`src/rtl/elgamal_pkg.sv`:
```
// Shared constants and FSM state type for the ElGamal modular datapath.
package elgamal_pkg;

   localparam int DIVIDEND_W = 66;
   localparam int MOD_W      = 34;
   localparam int CNT_W      = $clog2(DIVIDEND_W);

   typedef enum logic [1:0] {
      IDLE = 2'd0,
      CALC = 2'd1,
      DONE = 2'd2
   } state_t;

endpackage

```
`src/rtl/mod_reduce_step.sv`:
```
// One restoring shift-compare-subtract step: shift in one dividend bit, subtract mod if it fits.
module mod_reduce_step
   import elgamal_pkg::*;
(
   input  logic [MOD_W:0]   r,
   input  logic             bit_in,
   input  logic [MOD_W-1:0] mod,
   output logic [MOD_W:0]   r_next,
   output logic             q_bit
);

   logic [MOD_W+1:0] r_shift;
   logic [MOD_W:0]   r_sub;

   // r < mod always holds, so the shifted value is < 2*mod and the difference fits MOD_W+1 bits.
   always_comb begin
      r_shift = {r, bit_in};
      q_bit   = (r_shift >= {2'b00, mod});
      r_sub   = r_shift[MOD_W:0] - {1'b0, mod};
      r_next  = q_bit ? r_sub : r_shift[MOD_W:0];
   end

endmodule

```
`src/rtl/mod_reduce_66.sv`:
```
// Sequential 66-bit by 34-bit modular reducer, one dividend bit per clock.
// Optional quotient output enabled by defining MOD_REDUCE_QUOTIENT_EN.
module mod_reduce_66
   import elgamal_pkg::*;
(
   input  logic                  clk,
   input  logic                  rst,
   input  logic [DIVIDEND_W-1:0] input_a_tdata,
   input  logic                  input_a_tvalid,
   output logic                  input_a_tready,
   input  logic [MOD_W-1:0]      input_b_tdata,
   input  logic                  input_b_tvalid,
   output logic                  input_b_tready,
   output logic [MOD_W-1:0]      output_tdata,
   output logic                  output_tvalid,
   input  logic                  output_tready
`ifdef MOD_REDUCE_QUOTIENT_EN
   ,
   output logic [DIVIDEND_W-1:0] output_q_tdata
`endif
);

`ifdef MOD_REDUCE_QUOTIENT_EN
   localparam logic QUOTIENT_EN = 1'b1;
`else
   localparam logic QUOTIENT_EN = 1'b0;
`endif

   localparam logic [CNT_W-1:0] CNT_LAST = CNT_W'(DIVIDEND_W - 1);

   state_t                state_reg, state_next;
   logic [MOD_W:0]        r_reg, r_next;
   logic [DIVIDEND_W-1:0] div_reg, div_next;
   logic [MOD_W-1:0]      mod_reg, mod_next;
   logic [CNT_W-1:0]      cnt_reg, cnt_next;
   logic [MOD_W:0]        step_r;
   logic                  step_q;

   mod_reduce_step u_step (
      .r      (r_reg),
      .bit_in (div_reg[DIVIDEND_W-1]),
      .mod    (mod_reg),
      .r_next (step_r),
      .q_bit  (step_q)
   );

   always_ff @(posedge clk) begin
      if (rst) begin
         state_reg <= IDLE;
         r_reg     <= '0;
         div_reg   <= '0;
         mod_reg   <= '0;
         cnt_reg   <= '0;
      end else begin
         state_reg <= state_next;
         r_reg     <= r_next;
         div_reg   <= div_next;
         mod_reg   <= mod_next;
         cnt_reg   <= cnt_next;
      end
   end

   // The dividend register doubles as the quotient register: quotient bits enter
   // at the LSB as dividend bits leave at the MSB.
   always_comb begin
      state_next     = state_reg;
      r_next         = r_reg;
      div_next       = div_reg;
      mod_next       = mod_reg;
      cnt_next       = cnt_reg;
      input_a_tready = 1'b0;
      input_b_tready = 1'b0;
      output_tvalid  = 1'b0;
      unique case (state_reg)
         IDLE: begin
            input_a_tready = input_b_tvalid;
            input_b_tready = input_a_tvalid;
            if (input_a_tvalid && input_b_tvalid) begin
               mod_next = input_b_tdata;
               r_next   = '0;
               cnt_next = CNT_LAST;
               if (input_b_tdata == '0) begin
                  div_next   = QUOTIENT_EN ? '1 : input_a_tdata;
                  state_next = DONE;
               end else begin
                  div_next   = input_a_tdata;
                  state_next = CALC;
               end
            end
         end
         CALC: begin
            r_next   = step_r;
            div_next = {div_reg[DIVIDEND_W-2:0], step_q & QUOTIENT_EN};
            if (cnt_reg == '0) begin
               state_next = DONE;
            end else begin
               cnt_next = cnt_reg - 1'b1;
            end
         end
         DONE: begin
            output_tvalid = 1'b1;
            if (output_tready) begin
               state_next = IDLE;
            end
         end
         default: state_next = IDLE;
      endcase
   end

   assign output_tdata = r_reg[MOD_W-1:0];

`ifdef MOD_REDUCE_QUOTIENT_EN
   assign output_q_tdata = div_reg;
`endif

endmodule

```
`config.mk`:
```
export PLATFORM = sky130hd
export DESIGN_NAME = mod_reduce_66
export DESIGN_NICKNAME = d
export VERILOG_FILES = /design/src/rtl/elgamal_pkg.sv /design/src/rtl/mod_reduce_step.sv /design/src/rtl/mod_reduce_66.sv
export SDC_FILE = /design/constraint.sdc
export NUM_CORES = 1
export LEC_CHECK = 0
export CAP_MARGIN = 20
export CORE_ASPECT_RATIO = 0.75
export CORE_MARGIN = 2
export CORE_UTILIZATION = 35
export DETAILED_ROUTE_END_ITERATION = 8
export SLEW_MARGIN = 15
export SYNTH_ARGS = -nofsm -noshare
export SYNTH_HDL_FRONTEND = slang
export SYNTH_HIERARCHICAL = 1
export SYNTH_SLANG_ARGS = --single-unit
```
`constraint.sdc`:
```
create_clock -name clk -period 2.5 [get_ports clk]
set_input_delay 0.75 -clock clk [delete_from_list [all_inputs] [get_ports clk]]
set_output_delay 0.75 -clock clk [all_outputs]
set_load 0.01 [all_outputs]
```
[Word level (Yosys, flattened, before mapping)]
Index checks and enable logic that the tools add are counted.
Storage, ports and cells
  flip-flop bits (word level): 144
  input bits: 105
  output and inout bits: 37
Cells by class
  add/sub/neg operators: 2
  $lt $le $gt $ge: 1
  eq/ne operators: 6
  muxes and demuxes: 16
  reduce and logical (&&, ||, !) cells: 9
Operator list (number)
  one-hot mux 66 bit (2 select lines): 1
  2-to-1 mux 35 bit: 2
  one-hot mux 35 bit (2 select lines): 1
  2-to-1 mux 66 bit: 1
  greater-or-equal comparator 36 x 34 -> 1 bit: 1
  subtractor 35 x 34 -> 35 bit: 1
  zero test 34 bit: 1
  2-to-1 mux 7 bit: 2
  one-hot mux 7 bit (2 select lines): 1
  2-to-1 mux 2 bit: 4
  inequality test 2 bit, second input constant: 4
  zero test 7 bit: 1
  subtractor 7 x 1 -> 7 bit, second input constant: 1
  one-hot mux 2 bit (3 select lines): 1
  AND reduction 3 bit: 2
  AND reduction 2 bit: 2
  2-to-1 mux 1 bit: 3
  == test 2 x 1 -> 1 bit, second input constant: 1
  == test 2 bit, second input constant: 1
  zero test 2 bit: 1
  nonzero test 2 bit: 1
  logical AND 1 bit: 1

[Depth between registers and ports, before layout]
  depth in word-level cells: 4
  gate-level depth with buffers: 14
  depth with buffers taken out: 12

[Hierarchy]
The synthesis kept the hierarchy.
By module, submodules not included
  mod_reduce_66: times used 1, cells an instance 730, area each 5814.3 um^2, seq. area each 2882.8 um^2
  mod_reduce_step: times used 1, cells an instance 385, area each 2533.7 um^2, seq. area each 0.0 um^2

[Worst setup path before layout]
No wires, ideal clock.
  path type: register -> register
  start point: register mod_reg[13]
  end point: register r_reg[6]
  library setup time: 0.128 ns
  arrival time: 2.547 ns
  slack: -0.174 ns
  cell stages (with the launch flop): 13
  cells stage by stage: dfxtp_1 inv_1 ha_1 buf_2 a21oi_2 o211ai_1 a31o_1 a211o_1 a211oi_2 buf_6 mux2_2 a22oi_1 nor2_1
Between the ends
  cells in the longest elaborated chain, start to end: 3
Ends and longest elaborated chain
  start: declaration: line mod_reduce_66.sv:34  | logic [MOD_W-1:0] mod_reg, mod_next;
  start signal: assignment: line mod_reduce_66.sv:58  | mod_reg <= mod_next;
  greater-or-equal comparator 36 x 34 -> 1 bit: line mod_reduce_step.sv:18  | q_bit = (r_shift >= {2'b00, mod});
  2-to-1 mux 35 bit: line mod_reduce_step.sv:20  | r_next = q_bit ? r_sub : r_shift[MOD_W:0];
  named net step_r[6]: line mod_reduce_66.sv:36  | logic [MOD_W:0] step_r;
  one-hot mux 35 bit (2 select lines): line mod_reduce_66.sv:74  | unique case (state_reg)
  end signal: assignment: line mod_reduce_66.sv:56  | r_reg <= r_next;
  end: declaration: line mod_reduce_66.sv:32  | logic [MOD_W:0] r_reg, r_next;
The timed path passes the listed nets, and every way through them passes these cells.
A chain may end at the register's enable or synchronous reset.

[Worst setup path in the final report]
  start point: register div_reg[65]
  end point: register r_reg[25]
Between the ends
  cells in the longest elaborated chain, start to end: 3
Ends and longest elaborated chain
  start: declaration: line mod_reduce_66.sv:33  | logic [DIVIDEND_W-1:0] div_reg, div_next;
  start signal: assignment: line mod_reduce_66.sv:57  | div_reg <= div_next;
  subtractor 35 x 34 -> 35 bit or greater-or-equal comparator 36 x 34 -> 1 bit (tied branches): line mod_reduce_step.sv:19, mod_reduce_step.sv:18
  2-to-1 mux 35 bit *: line mod_reduce_step.sv:20
  named net step_r[25]: line mod_reduce_66.sv:36
  one-hot mux 35 bit (2 select lines) *: line mod_reduce_66.sv:74
The timed path passes the listed nets; every way through them passes the cells marked *.

==> out/qor.txt <==
Status: finished with violations
Failing checks: setup timing
WP data arrival: 3.11 ns
Area of the mapped netlist: 8348 sq um
FF+latch count, synth: 144
Synth area leaders: dfxtp_1 35%, nor2_1 11%, nand2_1 5.5%
Clock Path Buffers: 2
Min Tclk post-route: 2.811 ns
ANT cells: 0
Max FFs per register: 66
Multiplexer share of the synthesized area: 1.049%
Syn. warnings: 6
DR iter-0 viols: 629
Top-count cell post-synth: nor2_1
Die Y: 137.8 um
CP max stage delay: 0.36 ns
Share of cells above drive strength 1: 28.49%
Worst setup margin: -0.3111 ns
Die area: 25120 sq um
Total number of vias: 8829
Port Buffers: 141
Placed Instances: 1626
GRT Total Usage: 22.07%
Compound-Gate Fraction of Synth Area: 18.29%
Worst path slowest cell: fa_2
Core box area: 23240 sq um
Post-synth EDFFs: 0
Netlist cell types: 69
XOR/XNOR share of the synthesized area: 2.413%
Fmax: 355.7 MHz
CP startpoint kind: flip-flop
Area leader, netlist: dfxtp_1
Clk Tree Root Cell: clkbuf_16
TritonRoute pass-1 iters: 5
Sequential area share after synthesis: 34.53%
Reg-to-reg startpoint: div_reg[65]$_SDFFE_PP0P_
Final net count: 1526
CTS H-tree lvls: 4
DR DRC count: 0
Worst reg-to-reg setup slack: -0.31 ns
Pin count of the biggest net entering global routing: 65
Vias per Instance: 5.203
Most frequent CP cell: buf_6
Fin. Hold Viols: 0
Hold_sp: mod_reg[21]$_SDFFE_PP0P_
Clock Pin Slew Worst Setup and Hold Paths: 0.06 ns
CTS Hold Bufs: 0
Crit Path Max Fanout: 6
Skew-Pair Late Insertion Delay: 0.44 ns
Tightest Pin Transition: 0.6662 ns
Area Growth Syn to Fin: 54.89%
Final Cycle Share: 112.4%
Fin Clk Skew: 0.02432 ns
Slew headroom: 55.58%
Required time worst endpoint: 2.80 ns
Worst reg2reg path endpoint: r_reg[25]$_SDFFE_PP0P_
Final ANT Viol Nets: 0
Post-synth top cells: 249 x nor2_1, 144 x dfxtp_1, 122 x nand2_1, 73 x nor4_1, 63 x a21oi_1
Worst path cell trace: inv_2 > ha_4 > fa_2 > nor2b_4 > o31ai_4 > a211oi_2 > a211o_1 > a211oi_4 > buf_6 > buf_6 > buf_12 > buf_16 > nand2_1 > o21ai_1 > a22oi_1 > nor2_1
Worst Path Buf+Inv: 5
Routed wire per std cell: 16.57 um
HPWL Detailed: 18850 um
CTS tree: done
# clock sinks: 144
Setup CP Type: flip-flop to flip-flop
Global route overflow: 0
Vias in the first global route: 8265
Crit end category: flip-flop
Antenna violations before repair: 0
DP Area: 11040 sq um
Net Count, Synth: 1257
Reg2reg path depth: 16
Final Routed Wirelength: 28110 um
Endpoints failing setup: 35
TritonCTS buffer count: 17
Synth Area in Adders: 5.635%
HP Class: flip-flop to flip-flop
Top_reg_cell synth: dfxtp_1
FFs w/ async S/R, synth: 0%
Max Cap Violations: 0
RSZ-0062 raised after global routing: yes
Final GP Congestion: 0.8952
Delay-heaviest family, CP: compound AO/OA/AOI/OAI gates
First-pass GRT wire length: 43690 um
Synth Instances: 1115
IO Count: 142
Finished Layout Cells: 1697
Hold_ws: 0.4564 ns
Fin. max-slew vios: 0
Synth top area share: 34.53%
Design Area, Final: 12930 sq um
Simple-gate portion of the synthesized area: 28.85%
# rows: 48
Worst Hold End: mod_reg[21]$_SDFFE_PP0P_
Initial Util: 35.92%
Synthesized area per cell: 7.487 sq um
Die Span X: 182.3 um
Hold depth: 2
Largest family of logic cells by synthesized area: simple AND/OR/NAND/NOR gates
## worst register-to-register path: cells and delay by family, from the launching register on
kind            cells  cell delay (ns)
flops               1             0.34
compound gates      6             0.96
fa+ha+maj           2             0.51
buf+inv             5             0.58
simple gates        3             0.28
## layer usage
layer | vias up | part of all wire [%] | track usage, %
met5 | - | 0 | 0
met4 | 0 | 1.4 | 6.004
met3 | 29 | 5.7 | 5.234
met2 | 251 | 43 | 32.99
met1 | 4150 | 49 | 31.63
li1 | 4399 | - | -
## final cells by class
class,count,area [sq um]
Tap cell,300,375.4
Clock inverter,14,132.6
Multi-Input combinational cell,822,5560
Timing Repair Buffer,354,3348
Fill cell,2090,10310
Sequential cell,144,2905
Inverter,45,168.9
Clock buffer,18,439.2
## stage by stage
step                      utilization [%]  TNS, ns  worst slack, ns
after floorplan                         -  -0.3787         -0.09500
after global placement              47.50   -13.27          -0.4426
after global routing                55.63   -11.25          -0.4078
after CTS                           54.43   -3.333          -0.1629
final                               55.63   -7.876          -0.3111
after detailed placement            47.50   -16.66          -0.5622
## how the worst max path moves through the flow
stage / startpoint / end / slack, ns / cells after the start
after floorplan: mod_reg[1]$_SDFFE_PP0P_ / r_reg[31]$_SDFFE_PP0P_ / -0.1 / 11
after global placement: mod_reg[13]$_SDFFE_PP0P_ / r_reg[20]$_SDFFE_PP0P_ / -0.44 / 11
after detailed placement: mod_reg[13]$_SDFFE_PP0P_ / r_reg[19]$_SDFFE_PP0P_ / -0.56 / 11
after CTS: div_reg[65]$_SDFFE_PP0P_ / r_reg[3]$_SDFFE_PP0P_ / -0.16 / 15
after global routing: div_reg[65]$_SDFFE_PP0P_ / r_reg[23]$_SDFFE_PP0P_ / -0.41 / 16
final: div_reg[65]$_SDFFE_PP0P_ / r_reg[25]$_SDFFE_PP0P_ / -0.31 / 16
## cells by family after synthesis
group | Yosys count
adder cells (fa/ha/maj) | 37
buffers and inverters | 149
multiplexers | 8
XOR/XNOR | 23
AND/OR/NAND/NOR | 523
AO/OA/AOI/OAI | 231
flip-flops | 144
## layout by cell type, fill, tap and decap left out, types with 6 or more instances in the layout
master,Yosys,layout
ha_1,36,14
nor4_1,73,73
xnor2_1,14,14
o21ai_2,0,19
o21a_1,8,8
clkdlybuf4s50_1,0,137
o21ai_0,38,16
inv_1,44,35
nor3_1,9,8
nor2_1,249,247
o211ai_1,7,7
buf_4,36,178
ha_4,0,21
and3_1,6,6
buf_12,0,13
dfxtp_2,0,15
a21o_1,10,10
a22oi_1,37,28
xor2_1,9,9
a22oi_2,0,9
buf_6,4,16
a21oi_1,63,59
dfxtp_1,144,128
a31oi_1,9,7
nand2_4,0,11
nand4_1,8,8
or3_1,9,9
inv_2,1,10
nand2_1,122,107
clkbuf_16,0,18
o31ai_4,0,9
## what timing repair did
| action | 4_1_cts | 5_1_grt |
|---|---|---|
| gates resized for setup | 144 | 73 |
| setup buffers | 33 | 5 |
| cloned | 8 | 1 |
| endpoints found under the setup margin | 37 | 38 |
| pin swaps | 65 | 73 |
Power is not shown: default switching activity piles up to over one toggle a cycle in this logic, so the estimate is an artifact.
